--- config.mk ---
export PLATFORM = sky130hd
export DESIGN_NAME = pipe_stage_reg
export DESIGN_NICKNAME = d
export VERILOG_FILES = /design/src/rtl/pipe_pkg.sv /design/src/rtl/pipe_slot.sv /design/src/rtl/pipe_stage_reg.sv
export SDC_FILE = /design/constraint.sdc
export NUM_CORES = 1
export LEC_CHECK = 0
export ABC_AREA = 1
export CAP_MARGIN = 15
export CORE_UTILIZATION = 24
export CTS_BUF_LIST = sky130_fd_sc_hd__clkbuf_4 sky130_fd_sc_hd__clkbuf_8 sky130_fd_sc_hd__clkbuf_16
export CTS_CLUSTER_DIAMETER = 40
export DETAILED_ROUTE_END_ITERATION = 12
export PLACE_DENSITY = 0.46
export SETUP_SLACK_MARGIN = 0.4
export SYNTH_ARGS = -nofsm -noshare
export SYNTH_HDL_FRONTEND = slang
export SYNTH_HIERARCHICAL = 1
export SYNTH_SLANG_ARGS = --single-unit
--- constraint.sdc ---
create_clock -name clk -period 3.15 [get_ports clk]
set_clock_uncertainty 0.2 [all_clocks]
set_input_delay 0.4725 -clock clk [delete_from_list [all_inputs] [get_ports clk]]
set_output_delay 0.4725 -clock clk [all_outputs]
set_load 0.02 [all_outputs]
--- src/rtl/pipe_pkg.sv ---
// Shared pipeline-stage types and the default bundle geometry used by the core stages.
package pipe_pkg;

    typedef enum logic [1:0] {
        EMPTY = 2'd0,
        FULL  = 2'd1,
        SKID  = 2'd2
    } stage_state_e;

    localparam int CORE_LANES = 2;
    localparam int CORE_WIDTH = 32;

endpackage

--- src/rtl/pipe_slot.sv ---
// One LANES x WIDTH bundle register with clear and load.
// Lanes whose valid bit is low are stored as zero.
module pipe_slot
    import pipe_pkg::*;
#(
    parameter int LANES = CORE_LANES,
    parameter int WIDTH = CORE_WIDTH
) (
    input  logic                   clk,
    input  logic                   reset,
    input  logic                   clear,
    input  logic                   load,
    input  logic [LANES-1:0]       in_valid,
    input  logic [LANES*WIDTH-1:0] in_data,
    output logic [LANES-1:0]       valid,
    output logic [LANES*WIDTH-1:0] data
);

    logic [LANES*WIDTH-1:0] masked;

    // NOTE: give every combinational output a default first so no path leaves it unassigned (no latch).
    always_comb begin
        masked = '0;
        for (int l = 0; l < LANES; l++) begin
            if (in_valid[l]) begin
                masked[l*WIDTH +: WIDTH] = in_data[l*WIDTH +: WIDTH];
            end
        end
    end

    // NOTE: the slot is a handful of flops rather than a RAM, so it is cleared on reset; use <= for all state.
    always_ff @(posedge clk) begin
        if (reset || clear) begin
            valid <= '0;
            data  <= '0;
        end else if (load) begin
            valid <= in_valid;
            data  <= masked;
        end
    end

endmodule

--- src/rtl/pipe_stage_reg.sv ---
// Multi-lane ready/valid pipeline stage with flush and a saturating stall counter.
// Define PIPE_STAGE_SKID_EN to add a skid slot and take in_ready from a register.
module pipe_stage_reg
    import pipe_pkg::*;
#(
    parameter int WIDTH = CORE_WIDTH,
    parameter int LANES = CORE_LANES,
    parameter int CNT_W = 16
) (
    input  logic                   clk,
    input  logic                   reset,
    input  logic                   flush,
    input  logic [LANES-1:0]       in_valid,
    input  logic [LANES*WIDTH-1:0] in_data,
    output logic                   in_ready,
    output logic [LANES-1:0]       out_valid,
    output logic [LANES*WIDTH-1:0] out_data,
    input  logic                   out_ready,
    output logic [CNT_W-1:0]       stall_cnt
);

    stage_state_e           state;
    logic                   in_fire;
    logic                   out_fire;
    logic                   accept;
    logic                   head_load;
    logic                   head_clear;
    logic [LANES-1:0]       head_src_valid;
    logic [LANES*WIDTH-1:0] head_src_data;

    assign in_fire  = (|in_valid) && in_ready;
    assign out_fire = (|out_valid) && out_ready;
    // A bundle offered during flush is dropped even when in_ready is high.
    assign accept   = in_fire && !flush;

`ifdef PIPE_STAGE_SKID_EN
    logic                   in_ready_q;
    logic                   skid_load;
    logic                   skid_clear;
    logic [LANES-1:0]       skid_valid;
    logic [LANES*WIDTH-1:0] skid_data;

    assign in_ready = in_ready_q;

    always_comb begin
        head_load      = 1'b0;
        head_clear     = flush;
        skid_load      = 1'b0;
        skid_clear     = flush;
        head_src_valid = in_valid;
        head_src_data  = in_data;
        if (!flush) begin
            case (state)
                EMPTY: head_load = accept;
                FULL: begin
                    if (accept && out_fire) begin
                        head_load = 1'b1;
                    end else if (accept) begin
                        skid_load = 1'b1;
                    end else if (out_fire) begin
                        head_clear = 1'b1;
                    end
                end
                SKID: begin
                    if (out_ready) begin
                        head_load      = 1'b1;
                        skid_clear     = 1'b1;
                        head_src_valid = skid_valid;
                        head_src_data  = skid_data;
                    end
                end
                default: ;
            endcase
        end
    end

    always_ff @(posedge clk) begin
        if (reset || flush) begin
            state      <= EMPTY;
            in_ready_q <= 1'b1;
        end else begin
            case (state)
                EMPTY: if (accept) state <= FULL;
                FULL: begin
                    if (accept && !out_ready) begin
                        state      <= SKID;
                        in_ready_q <= 1'b0;
                    end else if (!accept && out_fire) begin
                        state <= EMPTY;
                    end
                end
                SKID: begin
                    if (out_ready) begin
                        state      <= FULL;
                        in_ready_q <= 1'b1;
                    end
                end
                default: begin
                    state      <= EMPTY;
                    in_ready_q <= 1'b1;
                end
            endcase
        end
    end

    pipe_slot #(
        .LANES (LANES),
        .WIDTH (WIDTH)
    ) u_skid (
        .clk      (clk),
        .reset    (reset),
        .clear    (skid_clear),
        .load     (skid_load),
        .in_valid (in_valid),
        .in_data  (in_data),
        .valid    (skid_valid),
        .data     (skid_data)
    );
`else
    // Combinational out_ready -> in_ready: a full head can be replaced while it drains.
    assign in_ready       = (state != FULL) || out_ready;
    assign head_load      = accept;
    assign head_clear     = flush || (out_fire && !accept);
    assign head_src_valid = in_valid;
    assign head_src_data  = in_data;

    always_ff @(posedge clk) begin
        if (reset || flush) begin
            state <= EMPTY;
        end else if (accept) begin
            state <= FULL;
        end else if (out_fire) begin
            state <= EMPTY;
        end
    end
`endif

    pipe_slot #(
        .LANES (LANES),
        .WIDTH (WIDTH)
    ) u_head (
        .clk      (clk),
        .reset    (reset),
        .clear    (head_clear),
        .load     (head_load),
        .in_valid (head_src_valid),
        .in_data  (head_src_data),
        .valid    (out_valid),
        .data     (out_data)
    );

    // Flush deliberately leaves the counter alone; only reset clears it.
    always_ff @(posedge clk) begin
        if (reset) begin
            stall_cnt <= '0;
        end else if ((|out_valid) && !out_ready && (stall_cnt != '1)) begin
            stall_cnt <= stall_cnt + 1'b1;
        end
    end

endmodule

==> flow_metrics.tcl <==
set metrics [dict create \
    status "complete, no violations" \
    antenna_cells 0 \
    r2r.worst_path.cells 6 \
    syn_inst 457 \
    path_cells "clkdlybuf4s50_1, nor2_1, inv_1, clkdlybuf4s50_1" \
    cp-end-kind "output pin" \
    fin_crit_sh_pct 80.12 \
    routed-via-count 3472 \
    final_cell_area_um2 5650 \
    dieHeight_um 125.9 \
    min_path_cells 2 \
    fill_cells 1537 \
    gp_congestion 0.7619 \
    drtAntennaViolNets 0 \
    regArea_um2 1662 \
    clock_latency_ns 0.33 \
    dieArea_um2 15840 \
    finalMaxSlewViolations 0 \
    drtIter0Drc 122 \
    clock_path_buffers 2 \
    drive_above_1_share_pct 16.06 \
    vias_per_cell 4.406 \
    cp_slowest_cell "clkdlybuf4s50_1" \
    rows 44 \
    slew_headroom_pct 67.75 \
    cts_resized 0 \
    globalRouteTotalUtil_pct 14.52 \
    synth_seq_cells 83 \
    synth_area_um2 3682 \
    placed_area_um2 5346 \
    min_to "state[0]" \
    setup-violations-final 0 \
    ys_seq_area_share_pct 45.12 \
    fmax_ghz 0.3963 \
    tns_ns 0 \
    synth_cell_types 32 \
    arrival_ns 1.85 \
    start_util_pct 24.96 \
    yosys-top-cells-area "dfxtp_1, nand2_1, nand3_1" \
    rrSetupSlack_ns 1.38 \
    worst_slew_pin_slew_ns 0.4832 \
    syn_avg_cell_area_um2 8.058 \
    syn_nets 528 \
    hold_start "state[0]" \
    setup.worst_path.class "input port to output pin" \
    final_net_count 670 \
    root_buffer "clkbuf_16" \
    start_kind "input port" \
    grt.overflow.total 0 \
    area_growth_syn_to_layout_pct 53.45 \
    multi_input_comb_area_um2 1759 \
    ys_warn_count 6 \
    utilization_pct 38.30 \
    cts_buffers 9 \
    power_density_nw_per_um2 432.6 \
    post_cts_buffers 0 \
    cts_tree "yes" \
    yosysTopAreaCell "dfxtp_1" \
    grt_pass1_vias 3518 \
    grt_pass1_wl_um 18040 \
    clock_sinks 83 \
    r2r-end "u_head/data[29]" \
    max_stage_delay_ns 0.62 \
    hpwlAfterDp_um 8008 \
    grt_start_max_net_pins 42 \
    clk_pin_slew_ns 0.06 \
    synth_top_area_share_pct 45.12 \
    first_pass_iters 4 \
    io_buffers 152 \
    rsz0062_at_grt "no" \
    routed_wl_um 11300 \
    ios 153 \
    htree_levels 3 \
    crit_fanout 3 \
    hold_viol 0 \
    ir_worst_vdd_uv 228.5 \
    coreArea_um2 14750 \
    cts_hold_buffers 0 \
    crit_top_cell "clkdlybuf4s50_1" \
    period_needed_ns 2.524 \
    antenna_found_initial 0 \
    wl_per_cell_um 14.34 \
    drv_cap 0 \
    r2r_start "state[0]" \
    power.leakage_nw 1.903 \
    crit_required_ns 2.48 \
    drt_drc_violations_left 0 \
    hold_class "register to register" \
    die-width_um 125.9 \
]
-- registers in the layout (all words and copies together) (netlist names) --
register      cells
state             1
u_head/valid      2
u_head/data      64
stall_cnt        16
-- cells by family after synthesis --
kind of cell    Yosys count  share of synthesized area [%]
buf+inv                  47                          7.306
simple gates            243                          31.63
fa+ha+maj                 1                         0.3397
xor+xnor                  1                         0.2379
flops                    83                          45.12
compound gates           82                          15.36
-- layout by cell type (no fill, tap or decap), types with 6 or more instances in the layout --
cell             Yosys  layout
inv_1               14      14
nor2_4               7       7
a21oi_2             40      40
dfxtp_1             83      83
nand2_2              9       9
nor2_1              35      35
clkbuf_16            0       9
nand2_1            101     101
clkdlybuf4s50_1      0     152
buf_4                8       6
nand3_1             72      72
a21oi_1             34      34
-- where the power goes --
| group | total, mW | internal, mW | switching, mW | leakage (nW) |
|---|---|---|---|---|
| Combinational | 0.290 | 0.143 | 0.146 | 1.08 |
| Clock | 1.08 | 0.671 | 0.407 | 0.155 |
| Sequential | 1.08 | 1.07 | 0.0102 | 0.671 |
-- area by class of cell --
| class | instances | share of cell area, % |
|---|---|---|
| well taps | 184 | 4.074 |
| flip-flops and latches | 83 | 29.41 |
| repair buffers | 161 | 28.79 |
| clock inverters | 2 | 0.6200 |
| multi-input cells | 327 | 31.13 |
| inverters | 17 | 1.218 |
| clock buffers | 14 | 4.761 |
-- critical path: cells and delay by family --
| kind | cells | cell delay (ns) |
|---|---|---|
| buffers and inverters | 3 | 1.27 |
| AND/OR/NAND/NOR | 1 | 0.11 |
-- synthesized netlist by cell type --
cell type    n
nand4_1      2
clkinv_4     1
nand3_1     72
or2_2        2
nand3_2      3
buf_2       16
dfxtp_1     83
a21oi_2     40
inv_2        2
buf_6        5
nor2_4       7
o21ai_0      2
o21ai_1      4
nor2_2       2
buf_4        8
a211oi_1     1
ha_1         1
nor3_1       2
inv_1       14
nor4_1       1
or2_1        1
nor2_1      35
nor2_8       1
nand2_4      3
nand3b_1     1
clkbuf_1     1
nor3b_1      1
xnor2_1      1
o21bai_1     1
nand2_1    101
a21oi_1     34
nand2_2      9
-- worst max-delay path by stage --
stage                                 end  slack [ns]        start  cells after the start
after global placement           in_ready        0.60    out_ready                      4
after floorplan           u_head/data[21]        1.36  in_valid[1]                      8
after global routing             in_ready        0.56    out_ready                      4
after CTS                        in_ready        0.61    out_ready                      4
final                            in_ready        0.63    out_ready                      4
after detailed placement  u_head/data[16]        0.58    out_ready                      6
-- layer usage --
layer / GRT usage (%) / vias to the layer above / wire (µm)
met5: 0 / - / 0
met4: 4.536 / 0 / 218
met1: 17.52 / 1575 / 5140
li1: - / 1791 / -
met2: 23.86 / 92 / 5251
met3: 5.480 / 14 / 687
-- stage by stage --
| step | total power [mW] | std cells | hold WS, ns | setup WS, ns |
|---|---|---|---|---|
| 6_report | 2.445 | 788 | 0.2660 | 0.6263 |
| 5_1_grt | 2.557 | 788 | 0.2814 | 0.5568 |
| 4_1_cts | 2.497 | 788 | 0.2705 | 0.6055 |
| 3_5_place_dp | 1.395 | 772 | 0.2593 | 0.5800 |
| 3_3_place_gp | 1.393 | 772 | 0.2512 | 0.5968 |
| 2_1_floorplan | 1.242 | 457 | 0.2343 | 1.357 |
No activity file was read; power rests on OpenSTA's default activity.
